**config.mk**
```make
export PLATFORM = sky130hd
export DESIGN_NAME = disaggregator_flat
export DESIGN_NICKNAME = d
export VERILOG_FILES = /design/src/rtl/disaggregator_if.sv /design/src/rtl/disaggregator.sv /design/src/flat_wrapper.sv
export SDC_FILE = /design/constraint.sdc
export NUM_CORES = 1
export LEC_CHECK = 0
export BUFFER_PORTS_ARGS = -buffer_cell sky130_fd_sc_hd__clkbuf_2
export CORE_ASPECT_RATIO = 1.1
export CORE_MARGIN = 2
export CORE_UTILIZATION = 54
export DETAILED_ROUTE_END_ITERATION = 10
export GPL_TIMING_DRIVEN = 0
export PLACE_DENSITY = 0.85
export SLEW_MARGIN = 20
export SYNTH_ARGS = -nofsm -noshare
export SYNTH_HDL_FRONTEND = slang
export SYNTH_SLANG_ARGS = --single-unit
```
**constraint.sdc**
```tcl
create_clock -name clk -period 2.6 [get_ports clk]
set_input_delay 0.13 -clock clk [delete_from_list [all_inputs] [get_ports clk]]
set_output_delay 0.13 -clock clk [all_outputs]
set_load 0.05 [all_outputs]
```
**src/rtl/disaggregator_if.sv**
```systemverilog
// Wide-sender / narrow-receiver handshake bundle for the disaggregator.
// slave faces the disaggregator; master faces the surrounding logic.
interface disaggregator_if #(
  parameter int unsigned DATA_WIDTH  = 11,
  parameter int unsigned FETCH_WIDTH = 4
);
  logic [FETCH_WIDTH*DATA_WIDTH-1:0] sender_data;
  logic                              sender_empty_n;
  logic                              sender_deq;
  logic [DATA_WIDTH-1:0]             receiver_data;
  logic                              receiver_full_n;
  logic                              receiver_enq;
  logic                              receiver_last;
  logic                              busy;

  modport slave (
    input  sender_data, sender_empty_n, receiver_full_n,
    output sender_deq, receiver_data, receiver_enq, receiver_last, busy
  );

  modport master (
    output sender_data, sender_empty_n, receiver_full_n,
    input  sender_deq, receiver_data, receiver_enq, receiver_last, busy
  );
endinterface

```
**src/rtl/disaggregator.sv**
```systemverilog
// Splits one FETCH_WIDTH*DATA_WIDTH word into FETCH_WIDTH narrow words, lane 0 first,
// reloading on the last lane so back-to-back wide words stream without a bubble.
module disaggregator #(
  parameter int unsigned DATA_WIDTH  = 11,
  parameter int unsigned FETCH_WIDTH = 4
) (
  input  logic           clk,
  input  logic           rst_n,
  disaggregator_if.slave bus
);
  localparam int unsigned    LW        = $clog2(FETCH_WIDTH);
  localparam logic [LW-1:0]  LAST_LANE = LW'(FETCH_WIDTH - 1);

  typedef enum logic {EMPTY, LOADED} state_t;

  state_t                                 state, state_next;
  logic [FETCH_WIDTH-1:0][DATA_WIDTH-1:0] hold_reg;
  logic [LW-1:0]                          lane;
  logic                                   valid, enq, deq, last_fire;

  always_ff @(posedge clk or negedge rst_n) begin
    if (!rst_n) state <= EMPTY;
    else        state <= state_next;
  end

  always_comb begin
    state_next = state;
    case (state)
      EMPTY:   if (deq) state_next = LOADED;
      LOADED:  if (last_fire && !deq) state_next = EMPTY;
      default: state_next = EMPTY;
    endcase
  end

  // rst_n gates the pop so the sender is never drained while reset is held.
  always_comb begin
    valid     = (state == LOADED);
    enq       = valid & bus.receiver_full_n;
    last_fire = enq & (lane == LAST_LANE);
    deq       = rst_n & bus.sender_empty_n & (~valid | last_fire);
  end

  always_ff @(posedge clk or negedge rst_n) begin
    if (!rst_n) begin
      hold_reg <= '0;
      lane     <= '0;
    end else if (deq) begin
      hold_reg <= bus.sender_data;
      lane     <= '0;
    end else if (last_fire) begin
      lane     <= '0;
    end else if (enq) begin
      lane     <= lane + 1'b1;
    end
  end

  assign bus.sender_deq    = deq;
  assign bus.receiver_enq  = enq;
  assign bus.receiver_data = hold_reg[lane];
  assign bus.receiver_last = valid & (lane == LAST_LANE);
  assign bus.busy          = valid;
endmodule
```
**src/flat_wrapper.sv**
```systemverilog
// flat-port wrapper written by rule: the top's interface ports become plain ports
module disaggregator_flat 
#(
  parameter int unsigned DATA_WIDTH  = 11,
  parameter int unsigned FETCH_WIDTH = 4
)
  (clk, rst_n, bus_sender_data, bus_sender_empty_n, bus_receiver_full_n, bus_sender_deq, bus_receiver_data, bus_receiver_enq, bus_receiver_last, bus_busy);
  disaggregator_if #(.DATA_WIDTH(DATA_WIDTH), .FETCH_WIDTH(FETCH_WIDTH)) bus_i ();
  input  logic clk;
  input  logic rst_n;
  input wire logic [$bits(bus_i.sender_data)-1:0] bus_sender_data;
  input wire logic [$bits(bus_i.sender_empty_n)-1:0] bus_sender_empty_n;
  input wire logic [$bits(bus_i.receiver_full_n)-1:0] bus_receiver_full_n;
  output wire logic [$bits(bus_i.sender_deq)-1:0] bus_sender_deq;
  output wire logic [$bits(bus_i.receiver_data)-1:0] bus_receiver_data;
  output wire logic [$bits(bus_i.receiver_enq)-1:0] bus_receiver_enq;
  output wire logic [$bits(bus_i.receiver_last)-1:0] bus_receiver_last;
  output wire logic [$bits(bus_i.busy)-1:0] bus_busy;
  assign bus_i.sender_data = bus_sender_data;
  assign bus_i.sender_empty_n = bus_sender_empty_n;
  assign bus_i.receiver_full_n = bus_receiver_full_n;
  assign bus_sender_deq = bus_i.sender_deq;
  assign bus_receiver_data = bus_i.receiver_data;
  assign bus_receiver_enq = bus_i.receiver_enq;
  assign bus_receiver_last = bus_i.receiver_last;
  assign bus_busy = bus_i.busy;
  disaggregator #(.DATA_WIDTH(DATA_WIDTH), .FETCH_WIDTH(FETCH_WIDTH)) u_core (.clk(clk), .rst_n(rst_n), .bus(bus_i));
endmodule
```
==> flow_metrics.py <==
metrics = {
    "final_layout": {
        "area_growth_pct": 23.96,
        "layout.nets": 241,
        "drive_gt1_share_pct": 67.88,
        "multi_input_area_um2": 837.1,
        "regArea_um2": 1176,
        "fill_cells": 281,
        "design_area_um2": 2576,
        "instances_no_fill": 243,
        "largest_register_ffs": 44,
        "diodes": 0,
    },
    "clock_tree": {
        "cts_tree": "yes",
        "numCtsBuffers": 5,
        "cts.sinks": 47,
        "clkLatencyLatePin_ns": 0.30,
        "path_clk_slew_ns": 0.08,
        "cts_root_buf": "clkbuf_8",
        "ctsResizeCount": 0,
        "clockBufferDepth": 2,
        "cts.htree.levels": 2,
    },
    "power_and_ir_drop": {
        "peakVddDrop_mv": 0.7415,
        "p_per_area_nw_per_um2": 1369,
        "p_leak_uw": 0.001193,
        "power_uw": 3526,
    },
    "setup_path": {
        "worstReg2RegEnd": "u_core.hold_reg[42]",
        "critPathKind": "flop to primary output",
        "required_ns": 2.47,
        "arrival_ns": 2.11,
        "r2r_start": "u_core.lane[0]",
        "path_cells": "ha_1 > nand2_1 > a21oi_4 > buf_6 > clkbuf_2",
        "regToRegSetupSlack_ns": 0.57,
        "endpoint_kind": "primary output",
        "r2r_cells": 5,
        "worst_setup_path_start_kind": "flop",
        "slowest_delay_ns": 0.50,
        "cp_slowest_cell": "dfrtp_1",
        "cp_max_fo": 10,
    },
    "placement": {
        "placed_area_um2": 2451,
        "dp_cells": 233,
        "post-dp-hpwl_mm": 2.994,
        "pre_cts_slack_ns": 0.09386,
        "portBuffers": 62,
        "gp_congestion": 0.7396,
    },
    "sta": {
        "tightest_slew_ns": 0.3673,
        "fin_ws_ns": 0.3647,
        "fmax_mhz": 447.4,
        "skew_ns": 0.004159,
        "min_period_ns": 2.235,
        "slew_headroom_pct": 75.46,
        "rsz0062_at_grt": "false",
        "slew_violations": 0,
        "hold_viol": 0,
        "fin_setup_tns_ns": 0,
        "setup_viol": 0,
        "fin_crit_sh_pct": 85.97,
    },
    "floorplan": {
        "num_io_pins": 63,
        "core-area_um2": 3655,
        "die_w_um": 63.15,
        "rows": 23,
        "die_h_um": 69.07,
        "design.die.area_um2": 4361,
        "initial_utilization_pct": 56.86,
    },
    "grt": {
        "met2_usage_pct": 40.31,
        "grt_pass1_wl_mm": 7.044,
        "track_usage_pct": 21.37,
        "first_global_vias": 1509,
        "antenna_found_initial": 0,
        "grt_max_degree": 50,
        "overflow": 0,
        "use_met3_pct": 4.405,
        "busiest_layer": "met2",
        "grtUsageMet1_pct": 22.89,
    },
    "yosys": {
        "synth_xor_xnor_area_share_pct": 0,
        "synth_seq_cells": 47,
        "synth_compound_area_share_pct": 2.167,
        "yosysSeqAreaShare_pct": 56.59,
        "synth-simple-area-share_pct": 1.746,
        "synth_cells": 121,
        "syn_area_per_cell_um2": 17.18,
        "syn_area_um2": 2078,
        "yosysUniqueCellTypes": 17,
        "syn_nets": 170,
        "synthAdderAreaFrac_pct": 0.6020,
        "muxShareOfSynthArea_pct": 35.76,
        "yosysWarnings": 0,
        "synth_top_family_by_area": "multiplexers",
    },
    "flow_run": {
        "maxCapViolations": 0,
    },
    "route": {
        "vias": 1294,
        "drc": 0,
        "antenna_left": 0,
        "dr.pass1.iters": 4,
        "initialDrtViolationCount": 28,
        "wl_per_cell_um": 17.03,
        "wl_mm": 4.139,
        "drt-vias-per-instance": 5.325,
    },
    "min_path": {
        "min_path_type": "input port to flop",
        "holdCritStartpoint": "bus_sender_data[8]",
        "holdPathEnd": "u_core.hold_reg[8]",
        "min_delay_path_depth": 2,
    },
    "run_status": {
        "outcome": "finished, final reports clean",
    },
}
## cells in the mapped netlist
master	number	area share (%)
nand2_1	4	0.72
buf_6	1	0.54
a21oi_4	1	0.78
o21ba_2	1	0.48
a22o_1	1	0.42
and2_1	2	0.60
buf_2	1	0.24
nor2_1	1	0.18
dfrtp_1	47	57
clkbuf_8	3	2.0
ha_1	1	0.60
buf_4	1	0.36
a32o_1	1	0.48
mux2_1	2	1.1
nand3_1	1	0.24
mux2_2	42	23
mux4_2	11	12
## area by class of cell
type | instances | area share [%]
timing repair buffer | 64 | 13.60
buffer | 6 | 2.525
sequential | 47 | 45.65
tap | 50 | 2.428
clock inverter | 2 | 0.4857
clock buffer | 6 | 2.817
multi-input combinational | 68 | 32.49
## per-layer routing
layer | part of all wire [%] | wire length, um
met1 | 38 | 1568
met2 | 57 | 2349
met3 | 4.0 | 164
met4 | 1.4 | 57
met5 | 0 | 0
## power breakdown
group,internal (uW),leakage [uW],switching [uW],total (uW)
clock network,188,0.0000412,234,422
registers,1100,0.000564,205,1300
logic,753,0.000587,1050,1800
total,2040,0.00119,1490,3530
## cells by family after synthesis
group	Yosys count
AO/OA/AOI/OAI	4
adder cells (fa/ha/maj)	1
buffers and inverters	6
flip-flops	47
multiplexers	55
AND/OR/NAND/NOR	8
## critical path: cells and delay by family (launching register included)
| family | cells | cell delay (ns) |
|---|---|---|
| flip-flops | 1 | 0.50 |
| AO/OA/AOI/OAI | 1 | 0.37 |
| AND/OR/NAND/NOR | 1 | 0.14 |
| adder cells (fa/ha/maj) | 1 | 0.28 |
| buffers and inverters | 2 | 0.52 |
## metrics by stage
| stage | hold WS, ns | util (%) |
|---|---|---|
| 2_1_floorplan | -0.1656 | - |
| 3_3_place_gp | 0.3521 | 67.07 |
| 3_5_place_dp | 0.3597 | 67.07 |
| 4_1_cts | 0.04528 | 69.39 |
| 5_1_grt | 0.05292 | 70.49 |
| 6_report | 0.04835 | 70.49 |
## cells in the final DEF, fill, tap and decap left out, drive strengths merged, types with 2 or more instances in the layout
cell type	netlist	final
mux2	44	44
clkbuf	3	70
mux4	11	11
dfrtp	47	47
buf	3	5
nand2	4	4
and2	2	2
## worst max path at each step
stage / start / endpoint / slack, ns / cells past startpoint
CTS: rst_n / bus_sender_deq / 0.20 / 5
global route: u_core.lane[0] / bus_sender_deq / 0.22 / 5
finish: u_core.lane[0] / bus_sender_deq / 0.36 / 5
detailed placement: rst_n / u_core.hold_reg[42] / 0.09 / 5
global placement: rst_n / u_core.hold_reg[0] / 0.23 / 5
floorplan: u_core.bus.busy / u_core.lane[0] / 0.78 / 3
## what timing repair did
item	4_1_cts	5_1_grt
setup buffers	0	0
endpoints found under the hold margin	0	47
hold buffers	0	2
Power figures use the tool's default switching activity.
